File: src/rtl/stream_rsp_router_if.sv
// Request/response handshake bundle between the arbiter, downstream and requesters.
// slave: router side; master: environment side.
interface stream_rsp_router_if #(
  parameter int NumInp    = 4,
  parameter int MaxTxn    = 8,
  parameter int DataWidth = 32
);
  localparam int IdxW = (NumInp > 1) ? $clog2(NumInp) : 1;
  localparam int CntW = $clog2(MaxTxn + 1);

  logic                 req_valid_i;
  logic [IdxW-1:0]      req_idx_i;
  logic                 req_ready_o;
  logic                 req_valid_o;
  logic                 req_ready_i;
  logic                 rsp_valid_i;
  logic [DataWidth-1:0] rsp_data_i;
  logic                 rsp_ready_o;
  logic [NumInp-1:0]    rsp_valid_o;
  logic [DataWidth-1:0] rsp_data_o;
  logic [NumInp-1:0]    rsp_ready_i;
  logic [CntW-1:0]      outstanding_o;
  logic                 full_o;
  logic                 empty_o;

  modport slave (
    input  req_valid_i, req_idx_i, req_ready_i,
    input  rsp_valid_i, rsp_data_i, rsp_ready_i,
    output req_ready_o, req_valid_o, rsp_ready_o,
    output rsp_valid_o, rsp_data_o,
    output outstanding_o, full_o, empty_o
  );

  modport master (
    output req_valid_i, req_idx_i, req_ready_i,
    output rsp_valid_i, rsp_data_i, rsp_ready_i,
    input  req_ready_o, req_valid_o, rsp_ready_o,
    input  rsp_valid_o, rsp_data_o,
    input  outstanding_o, full_o, empty_o
  );
endinterface

File: src/rtl/stream_rsp_router.sv
// Routes in-order response beats back to the requester that won arbitration,
// using a FIFO of granted input indices.
module stream_rsp_router #(
  parameter int NumInp    = 4,
  parameter int MaxTxn    = 8,
  parameter int DataWidth = 32
) (
  input logic                clk_i,
  input logic                rst_i,
  stream_rsp_router_if.slave bus
);
  localparam int IdxW = (NumInp > 1) ? $clog2(NumInp) : 1;
  localparam int CntW = $clog2(MaxTxn + 1);
  localparam int PtrW = (MaxTxn > 1) ? $clog2(MaxTxn) : 1;

  logic [IdxW-1:0] mem_q [MaxTxn];
  logic [PtrW-1:0] wr_ptr_q, wr_ptr_d;
  logic [PtrW-1:0] rd_ptr_q, rd_ptr_d;
  logic [CntW-1:0] cnt_q, cnt_d;

  logic            full, empty;
  logic            push, pop, rsp_rdy;
  logic [IdxW-1:0] head;
  logic [NumInp-1:0] rsp_vld;

  // Explicit wrap so non-power-of-two depths work.
  function automatic logic [PtrW-1:0] nxt(input logic [PtrW-1:0] p);
    return (p == PtrW'(MaxTxn - 1)) ? '0 : p + PtrW'(1);
  endfunction

  always_comb begin
    full    = (cnt_q == CntW'(MaxTxn));
    empty   = (cnt_q == '0);
    head    = mem_q[rd_ptr_q];
    push    = bus.req_valid_i & bus.req_ready_i & ~full;
    rsp_rdy = ~empty & bus.rsp_ready_i[head];
    pop     = bus.rsp_valid_i & rsp_rdy;
    rsp_vld = '0;
    if (bus.rsp_valid_i && !empty) rsp_vld[head] = 1'b1;
    wr_ptr_d = push ? nxt(wr_ptr_q) : wr_ptr_q;
    rd_ptr_d = pop  ? nxt(rd_ptr_q) : rd_ptr_q;
    unique case (1'b1)
      push & ~pop: cnt_d = cnt_q + CntW'(1);
      pop & ~push: cnt_d = cnt_q - CntW'(1);
      default:     cnt_d = cnt_q;
    endcase
  end

  always_ff @(posedge clk_i) begin
    if (rst_i) begin
      wr_ptr_q <= '0;
      rd_ptr_q <= '0;
      cnt_q    <= '0;
    end else begin
      if (push) mem_q[wr_ptr_q] <= bus.req_idx_i;
      wr_ptr_q <= wr_ptr_d;
      rd_ptr_q <= rd_ptr_d;
      cnt_q    <= cnt_d;
    end
  end

  assign bus.req_valid_o   = bus.req_valid_i & ~full;
  assign bus.req_ready_o   = bus.req_ready_i & ~full;
  assign bus.rsp_ready_o   = rsp_rdy;
  assign bus.rsp_valid_o   = rsp_vld;
  assign bus.rsp_data_o    = DataWidth'(bus.rsp_data_i);
  assign bus.outstanding_o = cnt_q;
  assign bus.full_o        = full;
  assign bus.empty_o       = empty;

  a_no_pop_empty: assert property (
    @(posedge clk_i) disable iff (rst_i) !(pop && empty));
  a_no_push_full: assert property (
    @(posedge clk_i) disable iff (rst_i) !(push && full));
  a_onehot0: assert property (
    @(posedge clk_i) disable iff (rst_i) $onehot0(rsp_vld));

  // Only needed when the index field can encode non-existent inputs.
  if (NumInp < (1 << IdxW)) begin : g_idx_chk
    a_idx_legal: assert property (
      @(posedge clk_i) disable iff (rst_i)
      push |-> (int'(bus.req_idx_i) < NumInp));
  end
endmodule

File: src/flat_wrapper.sv
// flat-port wrapper written by rule: the top's interface ports become plain ports
module stream_rsp_router_flat 
#(
  parameter int NumInp    = 4,
  parameter int MaxTxn    = 8,
  parameter int DataWidth = 32
)
  (clk_i, rst_i, bus_req_valid_i, bus_req_idx_i, bus_req_ready_i, bus_rsp_valid_i, bus_rsp_data_i, bus_rsp_ready_i, bus_req_ready_o, bus_req_valid_o, bus_rsp_ready_o, bus_rsp_valid_o, bus_rsp_data_o, bus_outstanding_o, bus_full_o, bus_empty_o);
  stream_rsp_router_if #(.NumInp(NumInp), .MaxTxn(MaxTxn), .DataWidth(DataWidth)) bus_i ();
  input logic clk_i;
  input logic rst_i;
  input wire logic [$bits(bus_i.req_valid_i)-1:0] bus_req_valid_i;
  input wire logic [$bits(bus_i.req_idx_i)-1:0] bus_req_idx_i;
  input wire logic [$bits(bus_i.req_ready_i)-1:0] bus_req_ready_i;
  input wire logic [$bits(bus_i.rsp_valid_i)-1:0] bus_rsp_valid_i;
  input wire logic [$bits(bus_i.rsp_data_i)-1:0] bus_rsp_data_i;
  input wire logic [$bits(bus_i.rsp_ready_i)-1:0] bus_rsp_ready_i;
  output wire logic [$bits(bus_i.req_ready_o)-1:0] bus_req_ready_o;
  output wire logic [$bits(bus_i.req_valid_o)-1:0] bus_req_valid_o;
  output wire logic [$bits(bus_i.rsp_ready_o)-1:0] bus_rsp_ready_o;
  output wire logic [$bits(bus_i.rsp_valid_o)-1:0] bus_rsp_valid_o;
  output wire logic [$bits(bus_i.rsp_data_o)-1:0] bus_rsp_data_o;
  output wire logic [$bits(bus_i.outstanding_o)-1:0] bus_outstanding_o;
  output wire logic [$bits(bus_i.full_o)-1:0] bus_full_o;
  output wire logic [$bits(bus_i.empty_o)-1:0] bus_empty_o;
  assign bus_i.req_valid_i = bus_req_valid_i;
  assign bus_i.req_idx_i = bus_req_idx_i;
  assign bus_i.req_ready_i = bus_req_ready_i;
  assign bus_i.rsp_valid_i = bus_rsp_valid_i;
  assign bus_i.rsp_data_i = bus_rsp_data_i;
  assign bus_i.rsp_ready_i = bus_rsp_ready_i;
  assign bus_req_ready_o = bus_i.req_ready_o;
  assign bus_req_valid_o = bus_i.req_valid_o;
  assign bus_rsp_ready_o = bus_i.rsp_ready_o;
  assign bus_rsp_valid_o = bus_i.rsp_valid_o;
  assign bus_rsp_data_o = bus_i.rsp_data_o;
  assign bus_outstanding_o = bus_i.outstanding_o;
  assign bus_full_o = bus_i.full_o;
  assign bus_empty_o = bus_i.empty_o;
  stream_rsp_router #(.NumInp(NumInp), .MaxTxn(MaxTxn), .DataWidth(DataWidth)) u_core (.clk_i(clk_i), .rst_i(rst_i), .bus(bus_i));
endmodule
File: config.mk
export PLATFORM = sky130hd
export DESIGN_NAME = stream_rsp_router_flat
export DESIGN_NICKNAME = d
export VERILOG_FILES = /design/src/rtl/stream_rsp_router_if.sv /design/src/rtl/stream_rsp_router.sv /design/src/flat_wrapper.sv
export SDC_FILE = /design/constraint.sdc
export NUM_CORES = 1
export LEC_CHECK = 0
export CORE_ASPECT_RATIO = 0.8
export CORE_MARGIN = 10
export CORE_UTILIZATION = 42
export DETAILED_ROUTE_END_ITERATION = 6
export GPL_ROUTABILITY_DRIVEN = 0
export PLACE_DENSITY = 0.95
export SLEW_MARGIN = 20
export SYNTH_ARGS = -nofsm -noshare
export SYNTH_HDL_FRONTEND = slang
export SYNTH_SLANG_ARGS = --single-unit
File: constraint.sdc
create_clock -name clk_i -period 8.8 [get_ports clk_i]
set_input_delay 2.2 -clock clk_i [delete_from_list [all_inputs] [get_ports clk_i]]
set_output_delay 2.2 -clock clk_i [all_outputs]
set_load 0.005 [all_outputs]
# [Yosys cells after proc, flatten, opt, wreduce, memory -nomap -nowiden]
# Memory sizes are Yosys's and may differ from the RTL's. A register that Yosys moved wholly into a read port is not among the register bits.
# Index checks and enable logic that the tools add are counted.
[classes] add_sub_neg=4 bitwise=12 muxes=13 div=0 order_cmp=2 mul=0 n_eq_ne=3 n_shift=0 n_reduce_logical=5
[op_table] operator="3-bit two-way mux" count=4
[op_table] operator="1-bit AND" count=8
[op_table] operator="4-bit case mux with 2 select lines" count=1
[op_table] operator="3-bit by 1-bit adder with 3-bit output, second input constant" count=2
[op_table] operator="3-bit == test, second input constant" count=2
[op_table] operator="1-bit two-way mux" count=5
[op_table] operator="4-bit by 1-bit adder with 4-bit output, second input constant" count=1
[op_table] operator="4-bit == test, second input constant" count=1
[op_table] operator="4-bit logical NOT" count=1
[op_table] operator="4-bit two-way mux" count=1
[op_table] operator="1-bit inverter" count=4
[op_table] operator="4-bit by 1-bit subtractor with 4-bit output, second input constant" count=1
[op_table] operator="2-bit by 3-bit less-than comparator with 1-bit output, second input constant" count=1
[op_table] operator="1-bit binary-select mux with 2-bit select" count=1
[op_table] operator="1-bit demux with 2-bit select" count=1
[op_table] operator="2-bit by 1-bit >= comparator with 1-bit output, second input constant" count=1
[op_table] operator="1-bit logical AND" count=2
[op_table] operator="2-bit nonzero test" count=1
[op_table] operator="1-bit logical NOT" count=1
[word_totals] latch_bits=0 regBits=10 rom_bits=0 in_bits=43 elab_cells=43 ram_bits=16 out_inout_bits=45 n_memories=1
[memory_table] memory="u_core.mem_q" depth=8 width=2 rd=1 rd_ports_with_merged_regs=1 wr=1 line_no="stream_rsp_router.sv:16" source="logic [IdxW-1:0] mem_q [MaxTxn];"

# [Longest topological paths before layout]
[logic_depth] depth_word=7 ltp_mapped=13 depth_no_buf=12

# [Worst setup path after synthesis]
# OpenSTA, ideal clock, no wires.
[synth_path] path_kind="input to output" start="in bus_rsp_ready_i[3]" end="out bus_rsp_ready_o" t_required_ps=6600 n_path_buf=0 slack_ps=3755 t_arrival_ps=2845 path_stages=2 cell_sequence="mux4_2 nor2b_1"
[synth_via] elab_chain_len=3
[synth_rtl] element="start, declared" line_no="flat_wrapper.sv:17" source="input wire logic [$bits(bus_i.rsp_ready_i)-1:0] bus_rsp_ready_i;"
[synth_rtl] element="1-bit binary-select mux with 2-bit select" line_no="stream_rsp_router.sv:36" source="rsp_rdy = ~empty & bus.rsp_ready_i[head];"
[synth_rtl] element="1-bit two-way mux (not written as such)" line_no="stream_rsp_router.sv:36"
[synth_rtl] element="1-bit AND" line_no="stream_rsp_router.sv:36"
[synth_rtl] element="end, declared" line_no="flat_wrapper.sv:20" source="output wire logic [$bits(bus_i.rsp_ready_o)-1:0] bus_rsp_ready_o;"
# Every way passes these cells. The select of a mux whose other input is x is not followed.

# [Worst setup path in the final report]
# Ends and elaborated chain as after synthesis.

==> impl_results.md <==
- Initial antenna violation count: 0
- Clock transition at path regs: 0.06 ns
- Die ar.: 6810 um^2
- Post-synthesis sequential area ratio: 0.453
- Yosys cell types: 33
- Worst r2r dst: u_core.bus.outstanding_o[2]$_SDFFE_PP0P_
- Max-cap check violation count: 0
- Register area: 741 um^2
- Pin count of the biggest net entering global routing: 16
- Fmax: ~0.17 GHz
- Final Hold Fails: 0
- DRT Pass-1 Iters: 4
- # diodes: 0
- Total Wirelength: roughly 2600 um
- Drt drc: 0
- Syn_nets: between 150 and 200
- Design area: between 1500 and 2000 um^2
- Top cells by area, synth: edfxtp_1 29%, dfxtp_1 16%, buf_4 15%, ha_1 5.4%, mux4_2 4.1%
- Layout cell share with drive strength beyond 1: 0.112
- Iter 0 DRT Violations: 46
- Critical Path Fanout Max: 2
- PortBufs: 23
- RSZ-0062 raised after global routing: no
- Power, Total: 0.351 mW
- Resized Gates After CTS: 0
- Vias per cell: 4.70
- CTS sink cnt: 29
- Gr ovfl total: 0
- Hold Path Depth: 2
- Cells after Synth: about 150
- CTS Buf Count: 5
- Reg2Reg Depth: 12
- Setup crit end kind: output port
- Clk root buf: clkbuf_8
- Flop2flop setup slack: 5.39 ns
- Post-DP HPWL: between 1500 and 2000 um
- Tcrit/Tclk final: 0.670
- Crit start category: input port
- Area of the multi-input gates: 629 um^2
- Max Slew Vio Count: 0
- Area growth syn-to-layout: 10.0%
- Hold bufs inserted after CTS: 0
- Vias in the first global route: 1024
- Status: completed
- TritonCTS clock tree: yes
- Cell row count: 20
- I/O pin total: approximately 90
- Fin crit period: ~5.9 ns
- Vias: between 900 and 1000
- Top delay family on crit path: buffers and inverters
- Post-DP Area: 1680 um^2
- Clock skew: 0.00333 ns
- Initial Util: 0.433
- All-Layer GR Usage: 0.0830
- Final setup TNS: 0 ns
- Cell Pwr Density: 195 nW/um^2
- Ys Warns: 0
- Post-synthesis cell area: around 1600 um^2
- Worst path arrival time: 3.69 ns
- Most used cell, CP: clkdlybuf4s50_1
- Clock Latency Late Sink: approximately 0.28 ns
- P_leak: 0.702 nW
- WP buf/inv: 2
- Die width: between 80 and 90 um
- Slowest cell on crit path: mux4_2
- Hold Crit Start: u_core.rd_ptr_q[1]$_SDFFE_PP0N_
- CORE AREA: 3780 um^2
- Crit-path cells: clkdlybuf4s50_1 -> mux4_2 -> nor2b_1 -> clkdlybuf4s50_1
- Post-CTS setup buffer count: 0
- CTS Buffer Depth: 2
- Worst hold endpoint: u_core.rd_ptr_q[1]$_SDFFE_PP0N_
- Setup violators final: 0
- Maximum VDD drop: 0.0890 mV
- First-pass GRT wire length: around 4500 um
- DIE HEIGHT: 75.8 um
- Final nets: 192
- Req. time, crit path: 6.60 ns
- # fillers: 342
- Worst-Margin Slew: 0.498 ns
- Share of the synthesized area in the top cell type: 0.294
- Antenna Nets Post-Route: 0
- Synth Register Bits: 29
- Post-detailed-route wirelength per cell: about 13 um
- WS Path Type: input port to output port
- Critical Path Max Stage Delay: 0.51 ns
- Syn Area/Cell: 11.2 um^2
- Slew margin rel.: 0.667
- Leading area contributor after synthesis: edfxtp_1
- Hold Path Class: flop to flop
- CTS H-tree lvls: 2
-- report_power, final --
group	internal, mW	leakage (nW)	switching [mW]	total, mW
combinational	0.0344	0.394	0.0234	0.0578
clock	0.0921	0.0585	0.0471	0.139
sequential	0.147	0.250	0.00687	0.154
-- through the flow --
stage	instances	setup WS (ns)	hold WS [ns]	util
2_1_floorplan	146	3.76	0.471	-
3_3_place_gp	190	2.91	0.489	0.446
3_5_place_dp	190	2.90	0.507	0.446
4_1_cts	198	2.90	0.516	0.476
5_1_grt	198	2.86	0.554	0.476
6_report	198	2.91	0.511	0.476
-- final cells by class --
type	count	area share
well taps	55	0.0382
multi-input cells	80	0.350
clock buffers	7	0.0479
flip-flops and latches	29	0.411
repair buffers	24	0.132
inverters	2	0.00417
clock inverters	1	0.0167
-- metal layers --
layer / part of all wire / track usage
met5: 0 / 0
met3: 0.087 / 0.0492
met4: 0.020 / 0.0483
met2: 0.42 / 0.129
met1: 0.47 / 0.0876
-- how the worst max path moves through the flow --
stage | start | to | slack [ns] | depth (start not counted)
2_1_floorplan | bus_rsp_ready_i[3] | bus_rsp_ready_o | 3.76 | 2
3_3_place_gp | bus_rsp_ready_i[3] | bus_rsp_ready_o | 2.91 | 4
3_5_place_dp | bus_rsp_ready_i[3] | bus_rsp_ready_o | 2.90 | 4
4_1_cts | bus_rsp_ready_i[3] | bus_rsp_ready_o | 2.90 | 4
5_1_grt | bus_rsp_ready_i[3] | bus_rsp_ready_o | 2.86 | 4
6_report | bus_rsp_ready_i[3] | bus_rsp_ready_o | 2.91 | 4
-- cell usage in the layout, fill, tap and decap left out, drive strengths merged, types with 5 or more instances in the layout --
master	count
clkbuf	7
ha	7
mux2i	5
dfxtp	13
edfxtp	16
mux2	6
nand2b	6
clkdlybuf4s50	23
nor2	16
nand2	5
-- cells in the mapped netlist --
master,n
edfxtp_1,16
nor2b_1,4
nand2b_1,6
inv_1,2
xor2_1,3
nor3b_1,1
o21ai_0,3
mux2i_1,5
nand3_1,1
mux2_1,3
nor3_1,4
a21oi_1,4
xnor2_1,1
nor2_1,16
clkbuf_1,2
and2b_1,1
nor4_1,1
nand2_1,4
nand3b_1,1
nand2_4,1
mux4_1,1
mux2_2,1
dfxtp_1,13
buf_6,1
and3b_1,1
buf_4,32
mux4_2,3
ha_1,7
and2_1,2
and3_1,1
mux2_4,2
or4b_2,1
or3_1,2
-- kinds of logic after synthesis --
kind of cell,synth area share
AO/OA/AOI/OAI,0.0214
XOR/XNOR,0.0214
adder cells (fa/ha/maj),0.0535
buffers and inverters,0.163
flip-flops,0.453
multiplexers,0.134
AND/OR/NAND/NOR,0.154
-- worst min-delay path, cell delays in order, from the launching register on --
cell      delay, ns
dfxtp_1        0.31
nand2b_1       0.06
mux2i_1        0.08
Power figures use the tool's default switching activity.
